[config.mk]
export PLATFORM = sky130hd
export DESIGN_NAME = layer_out_serializer
export DESIGN_NICKNAME = d
export VERILOG_FILES = /design/src/rtl/fnn_pkg.sv /design/src/rtl/layer_out_serializer.sv
export SDC_FILE = /design/constraint.sdc
export NUM_CORES = 2
export LEC_CHECK = 0
export CAP_MARGIN = 10
export CORE_AREA = 2 2 276 278
export DETAILED_ROUTE_END_ITERATION = 6
export DIE_AREA = 0 0 278 280
export GPL_TIMING_DRIVEN = 0
export MAX_ROUTING_LAYER = met4
export PLACE_DENSITY = 0.74
export SYNTH_ARGS = -nofsm -noshare
export SYNTH_HDL_FRONTEND = slang
export SYNTH_SLANG_ARGS = --single-unit
export TNS_END_PERCENT = 30
[constraint.sdc]
create_clock -name clk -period 2.4 [get_ports clk]
set_input_delay 0.48 -clock clk [delete_from_list [all_inputs] [get_ports clk]]
set_output_delay 0.48 -clock clk [all_outputs]
set_load 0.005 [all_outputs]
[src/rtl/fnn_pkg.sv]
// Shared types for the fully connected network datapath blocks.
package fnn_pkg;

    typedef enum logic [1:0] {
        IDLE    = 2'd0,
        STREAM  = 2'd1,
        WAIT_DS = 2'd2
    } ser_state_t;

endpackage

[src/rtl/layer_out_serializer.sv]
// Captures one lockstep frame of layer activations and replays it as a single
// contiguous serial burst, paced by the consuming layer's outvalid.
module layer_out_serializer
    import fnn_pkg::*;
#(
    parameter int numNeurons = 30,
    parameter int dataWidth  = 16
) (
    input  logic                             clk,
    input  logic                             rst,
    input  logic [numNeurons*dataWidth-1:0]  in_data,
    input  logic [numNeurons-1:0]            in_valid,
    input  logic                             next_outvalid,
    output logic [dataWidth-1:0]             out_data,
    output logic                             out_valid,
    output logic                             busy,
    output logic                             err_overflow,
    output logic                             err_skew
);

    localparam int SER_CNT_W = $clog2(numNeurons);
    localparam int VEC_W     = numNeurons * dataWidth;
    localparam logic [SER_CNT_W-1:0] LAST_IDX = SER_CNT_W'(numNeurons - 1);

    ser_state_t             state;
    ser_state_t             state_next;
    logic [VEC_W-1:0]       hold_data;
    logic                   hold_full;
    logic [VEC_W-1:0]       shift_data;
    logic [SER_CNT_W-1:0]   cnt;

    logic                   all_valid;
    logic                   skew;
    logic                   drain;
    logic                   capture;
    logic                   drop;
    logic                   hold_full_next;
    logic [VEC_W-1:0]       shift_next;
    logic [SER_CNT_W-1:0]   cnt_next;
    logic                   out_valid_next;
    logic [dataWidth-1:0]   out_data_next;
    logic                   busy_next;

    // Capture / drain handshake on the hold register
    always_comb begin
        all_valid = &in_valid;
        skew      = (|in_valid) & ~all_valid;
        drain     = (state == IDLE) & hold_full;
        capture   = all_valid & (~hold_full | drain);
        drop      = all_valid & hold_full & ~drain;
        if (capture) begin
            hold_full_next = 1'b1;
        end else if (drain) begin
            hold_full_next = 1'b0;
        end else begin
            hold_full_next = hold_full;
        end
    end

    // FSM state register
    always_ff @(posedge clk) begin
        if (rst) begin
            state <= IDLE;
        end else begin
            state <= state_next;
        end
    end

    // FSM next-state logic
    always_comb begin
        state_next = state;
        case (state)
            IDLE: begin
                if (hold_full) begin
                    state_next = STREAM;
                end else begin
                    state_next = IDLE;
                end
            end
            STREAM: begin
                if (cnt == LAST_IDX) begin
                    state_next = WAIT_DS;
                end else begin
                    state_next = STREAM;
                end
            end
            WAIT_DS: begin
                if (next_outvalid) begin
                    state_next = IDLE;
                end else begin
                    state_next = WAIT_DS;
                end
            end
            default: state_next = IDLE;
        endcase
    end

    // FSM outputs: element 0 is presented straight from the hold register so
    // the burst starts the cycle after the drain; the rest come off the shifter
    always_comb begin
        out_data_next = {dataWidth{1'b0}};
        shift_next    = shift_data;
        cnt_next      = cnt;
        case (state)
            IDLE: begin
                if (drain) begin
                    out_data_next = hold_data[dataWidth-1:0];
                    shift_next    = hold_data >> dataWidth;
                    cnt_next      = {SER_CNT_W{1'b0}};
                end else begin
                    cnt_next      = {SER_CNT_W{1'b0}};
                end
            end
            STREAM: begin
                cnt_next   = cnt + SER_CNT_W'(1);
                shift_next = shift_data >> dataWidth;
                if (cnt != LAST_IDX) begin
                    out_data_next = shift_data[dataWidth-1:0];
                end else begin
                    out_data_next = {dataWidth{1'b0}};
                end
            end
            WAIT_DS: begin
                out_data_next = {dataWidth{1'b0}};
            end
            default: begin
                out_data_next = {dataWidth{1'b0}};
            end
        endcase
        out_valid_next = (state_next == STREAM);
        busy_next      = (state_next != IDLE) | hold_full_next;
    end

    // Datapath, registered outputs and sticky error flags
    always_ff @(posedge clk) begin
        if (rst) begin
            hold_data    <= {VEC_W{1'b0}};
            hold_full    <= 1'b0;
            shift_data   <= {VEC_W{1'b0}};
            cnt          <= {SER_CNT_W{1'b0}};
            out_data     <= {dataWidth{1'b0}};
            out_valid    <= 1'b0;
            busy         <= 1'b0;
            err_overflow <= 1'b0;
            err_skew     <= 1'b0;
        end else begin
            if (capture) begin
                hold_data <= in_data;
            end else begin
                hold_data <= hold_data;
            end
            hold_full    <= hold_full_next;
            shift_data   <= shift_next;
            cnt          <= cnt_next;
            out_data     <= out_data_next;
            out_valid    <= out_valid_next;
            busy         <= busy_next;
            err_overflow <= err_overflow | drop;
            err_skew     <= err_skew | skew;
        end
    end

endmodule
# Word-level counts from Yosys, hierarchy flattened
# Cells that the tools add are included.
[classes]
n_addsub = 1
eq_ne = 6
muxes = 12
bitwise_logic = 12
reduce_logical = 6
[op_table]
columns = ["op", "count"]
rows = [
  ["$pmux W480 S2", 1],
  ["$mux W480", 1],
  ["$mux W16", 2],
  ["$pmux W16 S2", 1],
  ["$reduce_and A30 Y1", 1],
  ["$reduce_or A30 Y1", 1],
  ["$pmux W5 S2", 1],
  ["$pmux W2 S3", 1],
  ["$add A5 B1 Y5 const B", 1],
  ["$and A1 B1 Y1", 5],
  ["$eq A5 B5 Y1 const B", 1],
  ["$ne A5 B5 Y1 const B", 1],
  ["$eq A2 B1 Y1 const B", 2],
  ["$mux W2", 2],
  ["$or A1 B1 Y1", 4],
  ["$reduce_bool A2 Y1", 2],
  ["$mux W1", 3],
  ["$not A1 Y1", 3],
  ["$eq A2 B2 Y1 const B", 1],
  ["$logic_not A2 Y1", 1],
  ["$ne A2 B2 Y1 const B", 1],
  ["$reduce_and A2 Y1", 1],
]
[totals]
ff_bits = 988
input_bits = 513
out_inout_bits = 20
wordCells = 47

# Logic depth before layout (Yosys ltp)
[logic_depth]
depth_word = 6
ltp_mapped = 9
ltp_nobuf = 6

# Worst setup path after synthesis
# OpenSTA, ideal clock, no wires.
[synth_path]
path_type = "input to register"
start = "input in_valid[28]"
end = "register hold_data[252]"
setup_ns = 0.132
arrival_time_ns = 1.746
required_ns = 2.268
slack_ns = 0.522
stages = 8
path_buffers = 3
cell_sequence = "nand4_1 -> nor4_2 -> nand3_1 -> buf_2 -> buf_2 -> clkbuf_1 -> nand2_1 -> a21oi_1"
[synth_via]
elab_chain_len = 2
[synth_rtl]
columns = ["element", "line", "rtl"]
rows = [
  ["start, declared", "layer_out_serializer.sv:12", "input logic [numNeurons-1:0] in_valid,"],
  ["$reduce_and A30 Y1", "layer_out_serializer.sv:46", "all_valid = &in_valid;"],
  ["$and A1 B1 Y1", "layer_out_serializer.sv:49", "capture = all_valid & (~hold_full | drain);"],
  ["end signal, assigned", "layer_out_serializer.sv:137", "hold_data <= {VEC_W{1'b0}};"],
  ["end signal, assigned", "layer_out_serializer.sv:148", "hold_data <= in_data;"],
  ["end signal, assigned", "layer_out_serializer.sv:150", "hold_data <= hold_data;"],
  ["end, declared", "layer_out_serializer.sv:27", "logic [VEC_W-1:0] hold_data;"],
]
# Every way passes these cells.
# A chain may end at the register's enable or synchronous reset.

# Worst setup path after layout
[layout_path]
start = "input in_valid[13]"
end = "register hold_data[335]"
# The elaborated chain is that of the path after synthesis.

==> impl_metrics.env <==
export IMPL_outcome="finished, final reports clean"
export IMPL_synthXorXnorAreaFrac_pct=0.07094
export IMPL_grt_ovfl_total=0
export IMPL_required_ns=2.92
export IMPL_yosysTopAreaCellShare_pct=52.53
export IMPL_setup_worst_path_end_class="flop"
export IMPL_leakagePower_nw=14.29
export IMPL_r2r_start="state[1]"
export IMPL_setup_viol=0
export IMPL_drtPass1Iterations=7
export IMPL_cts_sinks=972
export IMPL_grt_pass1_vias=33790
export IMPL_yosysTopAreaCell="dfxtp_1"
export IMPL_critical_path_cell_chain="clkdlybuf4s50_1, nand4_1, nor4_4, buf_4, nand3_2, buf_6, buf_2, clkbuf_1, nand2_1, a21oi_1"
export IMPL_ant_nets=0
export IMPL_synth_adder_area_share_pct=0.06756
export IMPL_yosysWarnings=0
export IMPL_grt_max_degree=15
export IMPL_hold_depth=3
export IMPL_worstPathMaxFanout=10
export IMPL_cts_tree="done"
export IMPL_hold_class="input pin to flop"
export IMPL_rsz0062_at_grt="yes"
export IMPL_syn_cell_area_um2=37040
export IMPL_crit_path_start_kind="input pin"
export IMPL_regArea_um2=19460
export IMPL_coreArea_um2=75190
export IMPL_grt_pass1_wl_mm=184.2
export IMPL_drv_slew=0
export IMPL_critPathKind="input pin to flop"
export IMPL_synth_edf_count=0
export IMPL_antenna_found_initial=20
export IMPL_wl_per_cell_um=18.66
export IMPL_dp_hpwl_mm=91.23
export IMPL_yosys_area_share_simple_pct=24.46
export IMPL_min_to="hold_data[79]"
export IMPL_synth_top_family_by_area="simple AND/OR/NAND/NOR gates"
export IMPL_r2r_setup_slack_ns=0.15
export IMPL_async_reset_ff_share_pct=0
export IMPL_io_pins=533
export IMPL_cts_htree_levels=3
export IMPL_reg2reg_depth=7
export IMPL_min_from="in_data[79]"
export IMPL_tightest_slew_ns=0.7775
export IMPL_synthDistinctLibCells=31
export IMPL_powerDensity_nw_per_um2=701.5
export IMPL_routed_wl_mm=120.7
export IMPL_synthCells=4756
export IMPL_port_buffers=532
export IMPL_place_gp_congestion=0.9810
export IMPL_start_util_pct=49.26
export IMPL_area_growth_pct=27.16
export IMPL_reg2reg_to="shift_data[346]"
export IMPL_crit_arrival_ns=2.91
export IMPL_ys_seq_area_share_pct=52.53
export IMPL_viasPerCell=5.474
export IMPL_period_minus_slack_ns=2.391
export IMPL_holdWs_ns=0.3715
export IMPL_cap_violations=0
export IMPL_fp_row_count=101
export IMPL_clock_fmax_ghz=0.4182
export IMPL_fin_nets=5903
export IMPL_multi_input_area_um2=15760
export IMPL_ys_ff_latch=972
export IMPL_syn_nets=5271
export IMPL_cts_clk_slew_worst_paths_ns=0.06
export IMPL_n_fill_cell=6680
export IMPL_syn_avg_cell_area_um2=7.788
export IMPL_drive_above_1_share_pct=6.050
export IMPL_cts_root_buf="clkbuf_16"
export IMPL_dieHeight_um=280
export IMPL_synth_common_cells="nand2_1 (1,858), dfxtp_1 (972), nor2_1 (495)"
export IMPL_clk_latency_ns=0.65
export IMPL_synth_main_ff_cell="dfxtp_1"
export IMPL_clockBufferDepth=3
export IMPL_slew_headroom_pct=48.17
export IMPL_synth_area_top_cells="dfxtp_1 (53%), nand2_1 (19%), a311oi_1 (11%), a21oi_1 (6.6%), nor2_1 (5.0%)"
export IMPL_vdd_drop_max_v=0.0004672
export IMPL_synth_area_mux_share_pct=0
export IMPL_crit_path_top_delay_cell="clkdlybuf4s50_1"
export IMPL_fin_util_pct=62.64
export IMPL_drc_errors=0
export IMPL_synth_compound_area_share_pct=17.84
export IMPL_wl_met3_mm=9.737
export IMPL_drt_initial_drc_count=3178
export IMPL_cts_buffers=97
export IMPL_path_buf_inv=5
export IMPL_wirelength_met1_mm=50.95
export IMPL_yosysMostFrequentCell="nand2_1"
export IMPL_skew_ns=0.02034
export IMPL_critPathTopFamily="buffers and inverters"
export IMPL_dieArea_um2=77840
export IMPL_fin_crit_sh_pct=99.64
export IMPL_vias=35420
export IMPL_cpPeakStageDelay_ns=0.48
export IMPL_grt_total_usage_pct=30.78
export IMPL_hold_violations=0
export IMPL_die_x_um=278
export IMPL_highest_signal_layer="met4"
export IMPL_dr_wl_met2_mm=56.69
==> metrics by stage <==
| stage | setup WS, ns | area, um2 | total power (W) | instances | setup TNS, ns |
|---|---|---|---|---|---|
| 3_5_place_dp | -1.059 | 43590 | 0.01776 | 6266 | -655.83 |
| 2_1_floorplan | 0.5216 | 37040 | 0.01673 | 4756 | 0 |
| 6_report | 0.008583 | 47100 | 0.03304 | 6471 | 0 |
| 4_1_cts | 0.01662 | 46990 | 0.03314 | 6449 | 0 |
| 3_3_place_gp | -1.047 | 43590 | 0.01776 | 6266 | -647.10 |
| 5_1_grt | -0.02881 | 47090 | 0.03392 | 6469 | -0.3908 |
==> worst register-to-register path: stages, from the launching register on <==
cell      delay (ns)
dfxtp_1         0.35
buf_2           0.24
nand2b_1        0.13
clkbuf_4        0.28
buf_2           0.35
clkbuf_1        0.40
nand2_1         0.12
a311oi_1        0.30
==> metal layers <==
layer	vias to the layer above	GRT usage, %
li1	17340	-
met1	16570	38.03
met2	1309	50.45
met3	199	6.362
met4	0	9.993
met5	-	-
==> cells in the final DEF (no fill, tap or decap), types with 3 or more instances in the layout <==
| cell | netlist | routed |
|---|---|---|
| nand2_1 | 1858 | 1858 |
| dfxtp_1 | 972 | 972 |
| clkdlybuf4s50_1 | 0 | 532 |
| nor2_1 | 495 | 493 |
| a21oi_1 | 485 | 485 |
| a311oi_1 | 448 | 448 |
| clkbuf_1 | 306 | 273 |
| clkbuf_16 | 0 | 99 |
| buf_2 | 81 | 77 |
| clkbuf_2 | 0 | 54 |
| a22oi_1 | 32 | 32 |
| clkinv_2 | 0 | 25 |
| clkbuf_8 | 0 | 25 |
| buf_6 | 22 | 23 |
| diode_2 | 0 | 22 |
| buf_1 | 12 | 9 |
| nand4_1 | 8 | 8 |
| bufinv_16 | 0 | 7 |
| nor4_1 | 6 | 6 |
| nor3_1 | 4 | 4 |
| clkinv_8 | 0 | 4 |
| buf_4 | 1 | 3 |
==> how the worst max path moves through the flow <==
| stage | start | end | slack [ns] | cells past startpoint |
|---|---|---|---|---|
| 5_1_grt | in_valid[12] | hold_data[338] | -0.03 | 10 |
| 4_1_cts | in_valid[12] | hold_data[446] | 0.02 | 11 |
| 3_5_place_dp | rst | err_overflow | -1.06 | 5 |
| 6_report | in_valid[13] | hold_data[335] | 0.009 | 10 |
| 2_1_floorplan | in_valid[28] | hold_data[252] | 0.52 | 8 |
| 3_3_place_gp | rst | err_skew | -1.05 | 5 |
==> power by group <==
part	internal, W	switching [W]
logic	0.000786	0.000497
registers	0.0161	0.000000435
clock network	0.00913	0.00650
==> state kept, by name, indices dropped and copies added, names as in the netlist, 2 cells and up <==
signal and flops:
shift_data 464, hold_data 480, out_data 16, cnt 5
state 2
==> repair_timing <==
item,CTS,global route
endpoints found under the setup margin,908,607
hold buffers,0,0
pin swaps,2,0
setup buffers,1,0
resized for setup,35,62
==> cells by family after synthesis <==
| group | Yosys count |
|---|---|
| AOI/OAI and AO/OA | 968 |
| xor gates and xnor gates | 3 |
| DFF | 972 |
| adders and majority gates | 2 |
| and+or+nand+nor | 2387 |
| buffers and inverters | 424 |
==> layout make-up <==
class                   instances  area share, %
multi-input cells            3360          33.45
clock buffers                 143          6.142
inverters                       2        0.01594
well taps                     978          2.598
plain buffers                 422          4.134
flip-flops and latches        972          41.31
clock inverters                39         0.9032
diodes                         22         0.1169
repair buffers                533          11.32
No activity file was read; power rests on OpenSTA's default activity.
